[src/rtl/async_fifo_pkg.sv]
// Pointer helpers shared by the write-side full block and the read-side empty block of the async FIFO.
// Gray/binary conversions work on a fixed-width word; callers size-cast to their own pointer width.
package async_fifo_pkg;

  localparam int PTR_MAX_W = 32;

  typedef logic [PTR_MAX_W-1:0] ptrWord_t;

  // One extra bit beyond the address distinguishes a full FIFO from an empty one.
  function automatic int ptrWidth(input int asize);
    return asize + 1;
  endfunction

  function automatic int fifoDepth(input int asize);
    return 1 << asize;
  endfunction

  function automatic ptrWord_t bin2gray(input ptrWord_t b);
    return b ^ (b >> 1);
  endfunction

  function automatic ptrWord_t gray2bin(input ptrWord_t g);
    ptrWord_t b;
    b[PTR_MAX_W-1] = g[PTR_MAX_W-1];
    for (int i = PTR_MAX_W - 2; i >= 0; i--) begin
      b[i] = b[i+1] ^ g[i];
    end
    return b;
  endfunction

endpackage

[src/rtl/gray2bin.sv]
// Combinational Gray-to-binary converter of width W.
// Only compiled when ASYNC_FIFO_AFULL_EN is defined, since the almost-full path is its sole user.
`ifdef ASYNC_FIFO_AFULL_EN
module gray2bin
  import async_fifo_pkg::*;
#(
  parameter int W = 5
) (
  input  logic [W-1:0] gray_i,
  output logic [W-1:0] bin_o
);

  assign bin_o = W'(async_fifo_pkg::gray2bin(ptrWord_t'(gray_i)));

endmodule
`endif

[src/rtl/wptr_full.sv]
// Write-side pointer and full/almost-full/overflow flag generation for an asynchronous FIFO.
// Optional almost-full logic is built only when the macro ASYNC_FIFO_AFULL_EN is defined.
module wptr_full
  import async_fifo_pkg::*;
#(
  parameter int ASIZE        = 4,
  parameter int AFULL_MARGIN = 1
) (
  input  logic             wclk,
  input  logic             wrst,
  input  logic             winc,
  input  logic [ASIZE:0]   wq2_rptr,
  output logic [ASIZE-1:0] waddr,
  output logic [ASIZE:0]   wptr,
  output logic             wfull,
  output logic             awfull,
  output logic             wovf
);

  localparam int PW    = ptrWidth(ASIZE);
  localparam int DEPTH = fifoDepth(ASIZE);

  if (ASIZE < 2 || AFULL_MARGIN < 1 || AFULL_MARGIN >= DEPTH) begin : g_badParams
    $error("wptr_full: ASIZE must be >= 2 and AFULL_MARGIN within 1..2**ASIZE-1");
  end

  logic [PW-1:0] wbin_q, wbin_d;
  logic [PW-1:0] wptr_q, wptr_d;
  logic          wfull_q, wfull_d;
  logic          wovf_q, wovf_d;
  logic [PW-1:0] fullPattern;

  // Full when our next Gray pointer equals the read pointer with its two MSBs inverted.
  always_comb begin
    fullPattern = {~wq2_rptr[ASIZE:ASIZE-1], wq2_rptr[ASIZE-2:0]};
    wbin_d      = wbin_q + PW'(winc & ~wfull_q);
    wptr_d      = PW'(bin2gray(ptrWord_t'(wbin_d)));
    wfull_d     = (wptr_d == fullPattern);
    wovf_d      = wovf_q | (winc & wfull_q);
  end

  always_ff @(posedge wclk or posedge wrst) begin
    if (wrst) begin
      wbin_q  <= '0;
      wptr_q  <= '0;
      wfull_q <= 1'b0;
      wovf_q  <= 1'b0;
    end else begin
      wbin_q  <= wbin_d;
      wptr_q  <= wptr_d;
      wfull_q <= wfull_d;
      wovf_q  <= wovf_d;
    end
  end

  assign waddr = wbin_q[ASIZE-1:0];
  assign wptr  = wptr_q;
  assign wfull = wfull_q;
  assign wovf  = wovf_q;

`ifdef ASYNC_FIFO_AFULL_EN
  localparam logic [PW-1:0] AFULL_THRESH = PW'(DEPTH - AFULL_MARGIN);

  logic [PW-1:0] rbin;
  logic [PW-1:0] occ;
  logic          awfull_q, awfull_d;

  gray2bin #(.W(PW)) u_rptrBin (
    .gray_i(wq2_rptr),
    .bin_o (rbin)
  );

  // Occupancy uses the post-write pointer so the flag lines up with wfull.
  always_comb begin
    occ      = wbin_d - rbin;
    awfull_d = (occ >= AFULL_THRESH);
  end

  always_ff @(posedge wclk or posedge wrst) begin
    if (wrst) begin
      awfull_q <= 1'b0;
    end else begin
      awfull_q <= awfull_d;
    end
  end

  assign awfull = awfull_q;
`else
  assign awfull = 1'b0;
`endif

endmodule
[config.mk]
export PLATFORM = sky130hd
export DESIGN_NAME = wptr_full
export DESIGN_NICKNAME = d
export VERILOG_FILES = /design/src/rtl/async_fifo_pkg.sv /design/src/rtl/gray2bin.sv /design/src/rtl/wptr_full.sv
export SDC_FILE = /design/constraint.sdc
export NUM_CORES = 1
export LEC_CHECK = 0
export CAP_MARGIN = 20
export CORE_AREA = 2 2 39 41
export CTS_CLUSTER_DIAMETER = 80
export DETAILED_ROUTE_END_ITERATION = 8
export DIE_AREA = 0 0 41 43
export PLACE_DENSITY_LB_ADDON = 0.15
export SYNTH_ARGS = -nofsm -noshare
export SYNTH_HDL_FRONTEND = slang
export SYNTH_SLANG_ARGS = --single-unit
export TNS_END_PERCENT = 20
[constraint.sdc]
create_clock -name wclk -period 3.4 [get_ports wclk]
set_clock_uncertainty 0.05 [all_clocks]
set_input_delay 0.68 -clock wclk [delete_from_list [all_inputs] [get_ports wclk]]
set_output_delay 0.68 -clock wclk [all_outputs]
set_load 0.05 [all_outputs]
==> impl_metrics.ini, run 1 <==
[global_route]
grt_pass1_wl_um = 1430
grt.overflow.total = 0
grt_max_degree = 12
grt_use_total_pct = 12.7
antenna_found_initial = 0
grt_pass1_vias = 366

[clocking]
hold_buffers = 0
cts_made_buffers = 3
htree_levels = 1
insertion_delay_ns = 0.26
cts_tree = yes
post_cts_buffers = 0
cts.sinks = 11
cts_buffer_depth = 2
cts.clk_slew.worst_paths_ns = 0.06
cts_root_buf = clkbuf_4
cts.repair.resized = 0

[sta]
rsz0062_at_grt = false
hold_viol = 0
finalSetupViolCount = 0
fmax_ghz = 0.381
layout_min_cycle_time_ns = 2.63
setup_tns_ns = 0
period_share_pct = 77.2
maxSlewViolCount = 0

[worst_setup_path]
critical_path.max_fanout = 6
cp.required_ns = 3.54
r2r_start = wfull$_DFF_PP0_
critPathCaptureType = register
startpoint = winc
worstSetupPathType = primary input to register
worstPathArrival_ns = 2.76
critPathLaunchType = primary input

[floorplan]
row_count = 14
io_pins = 20
die_area_mm2 = 0.00176
coreArea_mm2 = 0.00138
chipWidth_um = 41
fp.dieH_um = 43
start_util_pct = 40.3

[placed_design]
port-buffer-count = 18
hpwl_um = 728
place_congestion = 0.803

[route]
drc = 0
dr.pass1.iters = 4
post_drt_wl_per_cell_um = 11.3
drt_iter0_markers = 2
final_antenna_net_count = 0
vias = 384
wl_um = 914
vias_per_cell = 4.74

[logic_synthesis]
synth_nets = 54
synth.avg_cell_area_um2 = 12.7
ys_types = 21
yosysSeqAreaShare_pct = 49.3
syn_area_um2 = 558
synth-seq-cells = 11
postSynthCellCount = 44
synth_warnings = 0

[cells_and_area]
layout-drive-gt1-share_pct = 6.15
mostFrequentLayoutCells = 18 x clkdlybuf4s50_1, 11 x dfrtp_1, 8 x xor2_1, 4 x xnor2_1, 3 x clkbuf_4
n_antenna_cell = 0
synthToLayoutAreaGrowth_pct = 39.2
final_common_cell = clkdlybuf4s50_1
layout.nets = 76

[outcome]
status = completed

[min_path]
min_path_type = register to register
min-delay-start = wovf$_DFF_PP0_

[flow_run]
maxCapViolations = 0
registers in the layout, indices dropped and copies added, names as in the netlist:
| name | flops |
|---|---|
| wfull | 1 |
| wptr | 4 |
| wbin_q | 5 |
| wovf | 1 |
metal layers:
layer	global-route usage [%]	vias up	part of all wire, %
li1	-	191	-
met1	13.7	177	43
met2	19.7	14	49
met3	4.71	2	6.3
met4	8.00	0	1.8
met5	0	-	0
kinds of logic (layout without fill, tap and decap cells):
group	after synthesis	in the layout	synth area share [%]
xor+xnor	14	14	27.6
fa+ha+maj	2	2	4.48
other cells	1	1	0.672
compound gates	7	7	8.30
flops	11	11	49.3
simple gates	7	7	7.62
buf+inv	2	23	2.02
synth_stat cells (all sizes together):
library cell	number	area [um2]
a21boi	2	15.0
nor2b	1	6.26
nor2	1	3.75
a31oi	1	6.26
nand3	2	10.0
xnor3	2	48.8
dfrtp	11	275
or3	1	6.26
conb	1	3.75
nand4	1	6.26
xnor2	4	35.0
buf	1	7.51
o21ai	1	5.00
a21o	1	7.51
and4b	1	10.0
inv	1	3.75
a21oi	1	5.00
xor2	8	70.1
ha	2	25.0
o21a	1	7.51
path summary, 6_finish.rpt:
check                                      end  slack, ns  cells past startpoint
max in group asynchronous  wbin_q[4]$_DFF_PP0_       2.35                      2
min                             wovf$_DFF_PP0_       0.40                      1
min in group asynchronous    wptr[2]$_DFF_PP0_       0.66                      2
min reg2reg                     wovf$_DFF_PP0_       0.40                      1
max                            wfull$_DFF_PP0_       0.77                      8
max reg2reg                    wfull$_DFF_PP0_       1.30                      7
worst max-delay path, cell delays in order:
cell,delay [ns]
clkdlybuf4s50_1,0.48
nor2b_1,0.14
ha_1,0.28
ha_1,0.28
and4b_1,0.21
o21a_1,0.19
or3_1,0.37
a21oi_1,0.14
per-stage QoR:
stage	util [%]	setup slack [ns]	hold slack [ns]	cell area [um2]	std cells
floorplan	-	1.17	0.482	558	44
global placement	54.2	0.558	0.399	751	77
detailed placement	54.2	0.532	0.393	751	77
CTS	56.1	0.789	0.408	777	81
global route	56.1	0.631	0.450	777	81
finish	56.1	0.775	0.404	777	81
area by class of cell:
type	count	area (um2)
Timing Repair Buffer	18	180
Inverter	1	3.75
Tap cell	16	20.0
Sequential cell	11	275
Fill cell	129	607
Clock buffer	4	26.3
Multi-Input combinational cell	31	272
Power of run 1 is left out: the tool's default activity adds up to more than one toggle a clock period on the data nets, which glitch-free logic cannot reach.
==> run 2, diff against run 1 <==
--- a/config.mk
+++ b/config.mk
@@ -6,10 +6,10 @@
 export NUM_CORES = 1
 export LEC_CHECK = 0
 export CAP_MARGIN = 20
-export CORE_AREA = 2 2 39 41
+export CORE_MARGIN = 2
+export CORE_UTILIZATION = 42
 export CTS_CLUSTER_DIAMETER = 80
 export DETAILED_ROUTE_END_ITERATION = 8
-export DIE_AREA = 0 0 41 43
 export PLACE_DENSITY_LB_ADDON = 0.15
 export SYNTH_ARGS = -nofsm -noshare
 export SYNTH_HDL_FRONTEND = slang
==> constraint.sdc (replaced) <==
create_clock -name wclk -period 2.48 [get_ports wclk]
set_clock_uncertainty 0.05 [all_clocks]
set_input_delay 0.496 -clock wclk [delete_from_list [all_inputs] [get_ports wclk]]
set_output_delay 0.496 -clock wclk [all_outputs]
set_load 0.05 [all_outputs]
==> run 2 against run 1 <==
  * Die area fell by 7.2%
  * Register-to-register slack got worse by 0.79 ns
  * Setup slack got worse by 0.60 ns
  * Worst hold slack improved by 0.023 ns
  * Count of clock-buffer cells in the layout did not move
  * Critical path depth did not move
==> impl_metrics.ini, run 2 (synthesis results as in run 1) <==
[floorplan]
row_count = 13
coreArea_mm2 = 0.00127
die_area_mm2 = 0.00164
chipWidth_um = 40.5
start_util_pct = 44.0
io_pins = 20
fp.dieH_um = 40.5

[clocking]
cts_made_buffers = 3
post_cts_buffers = 0
cts.clk_slew.worst_paths_ns = 0.07
cts_root_buf = clkbuf_4
cts_tree = yes
cts.repair.resized = 0
cts.sinks = 11
hold_buffers = 0
htree_levels = 1
insertion_delay_ns = 0.27
cts_buffer_depth = 2

[worst_setup_path]
critPathMostFrequentCell = ha_1
r2r_start = wfull$_DFF_PP0_
critPathLaunchType = primary input
cp.required_ns = 2.61
crit_path_end = wfull$_DFF_PP0_
worst-path-buf-inv = 1
critical_path.max_fanout = 4
rrSetupSlack_ns = 0.51
path_cells = clkdlybuf4s50_1 > nor2b_1 > ha_1 > ha_1 > and4b_1 > o21a_1 > or3_1 > a21oi_1
critPathCaptureType = register
cpLargestDelayFamily = simple AND/OR/NAND/NOR gates
slowest_delay_ns = 0.47
worstPathArrival_ns = 2.44
worst-path-stages = 8
reg2reg_depth = 7
worstSetupPathType = primary input to register
r2r_end = wfull$_DFF_PP0_
startpoint = winc
cpMaxStageDelayCell = clkdlybuf4s50_1

[global_route]
grt_pass1_vias = 360
grt_use_total_pct = 15.6
grt.overflow.total = 0
antenna_found_initial = 0
grt_max_degree = 12
grt_pass1_wl_um = 1560

[route]
vias = 412
vias_per_cell = 4.90
drt_iter0_markers = 3
drc = 0
wl_um = 1010
final_antenna_net_count = 0
dr.pass1.iters = 3
post_drt_wl_per_cell_um = 12.0

[cells_and_area]
design_area_um2 = 806
mostFrequentLayoutCells = 18 x clkdlybuf4s50_1, 11 x dfrtp_1, 8 x xor2_1, 4 x xnor2_1, 4 x buf_4
largest_reg_flops = 5
fin_cells = 84
final_common_cell = clkdlybuf4s50_1
fin_util_pct = 63.5
layout.nets = 80
regMostFlops = wbin_q
synthToLayoutAreaGrowth_pct = 44.4
fill_cells = 111
multiInputGateArea_um2 = 272
seqCellArea_um2 = 275
layout-drive-gt1-share_pct = 11.6
n_antenna_cell = 0

[sta]
period_share_pct = 93.1
rsz0062_at_grt = false
hold_viol = 0
timing.slew.headroom_pct = 66.9
layout_min_cycle_time_ns = 2.31
finalSetupViolCount = 0
fmax_ghz = 0.433
tightest_slew_ns = 0.495
maxSlewViolCount = 0

[flow_run]
maxCapViolations = 0

[placed_design]
place_congestion = 0.807
placedCellCount = 80
place_area_um2 = 779
port-buffer-count = 18
hpwl_um = 752

[outcome]
status = completed

[min_path]
min_path_type = register to register
==> run 2: cell type report <==
| cell class | instances | share of cell area, % |
|---|---|---|
| clock buffer | 4 | 3.26 |
| inverter | 1 | 0.466 |
| multi-input combinational | 31 | 33.7 |
| sequential | 11 | 34.2 |
| tap | 15 | 2.33 |
| timing repair buffer | 22 | 26.1 |
==> run 2: worst min path at each step <==
stage	cells past startpoint	slack [ns]	startpoint	to
CTS	1	0.43	wovf$_DFF_PP0_	wovf$_DFF_PP0_
detailed placement	1	0.42	wovf$_DFF_PP0_	wovf$_DFF_PP0_
finish	1	0.43	wovf$_DFF_PP0_	wovf$_DFF_PP0_
global placement	1	0.40	wovf$_DFF_PP0_	wovf$_DFF_PP0_
floorplan	1	0.30	wrst	wbin_q[0]$_DFF_PP0_
global route	1	0.44	wovf$_DFF_PP0_	wovf$_DFF_PP0_
==> run 2: stage by stage <==
step / TNS (ns) / setup WS, ns / hold WS (ns)
6_report: 0 / 0.172 / 0.426
5_1_grt: 0 / 0.0669 / 0.441
4_1_cts: 0 / 0.191 / 0.432
3_5_place_dp: -0.0836 / -0.0836 / 0.416
3_3_place_gp: -0.0174 / -0.0174 / 0.398
2_1_floorplan: 0 / 0.312 / 0.298
==> run 2: layer usage <==
metal | track usage [%] | part of all wire, %
met1 | 19.0 | 47
met2 | 22.2 | 44
met3 | 3.33 | 5.7
met4 | 15.0 | 2.9
met5 | 0 | 0
Power of run 2 is left out for the same reason.
==> run 3, diff against run 2 <==
--- a/config.mk
+++ b/config.mk
@@ -5,7 +5,7 @@
 export SDC_FILE = /design/constraint.sdc
 export NUM_CORES = 1
 export LEC_CHECK = 0
-export CAP_MARGIN = 20
+export CAP_MARGIN = 25
 export CORE_MARGIN = 2
 export CORE_UTILIZATION = 42
 export CTS_CLUSTER_DIAMETER = 80
==> results of run 3 <==
No change in the layout: final DEF, timing and power equal those of run 2.
Power of run 3 is left out for the same reason.
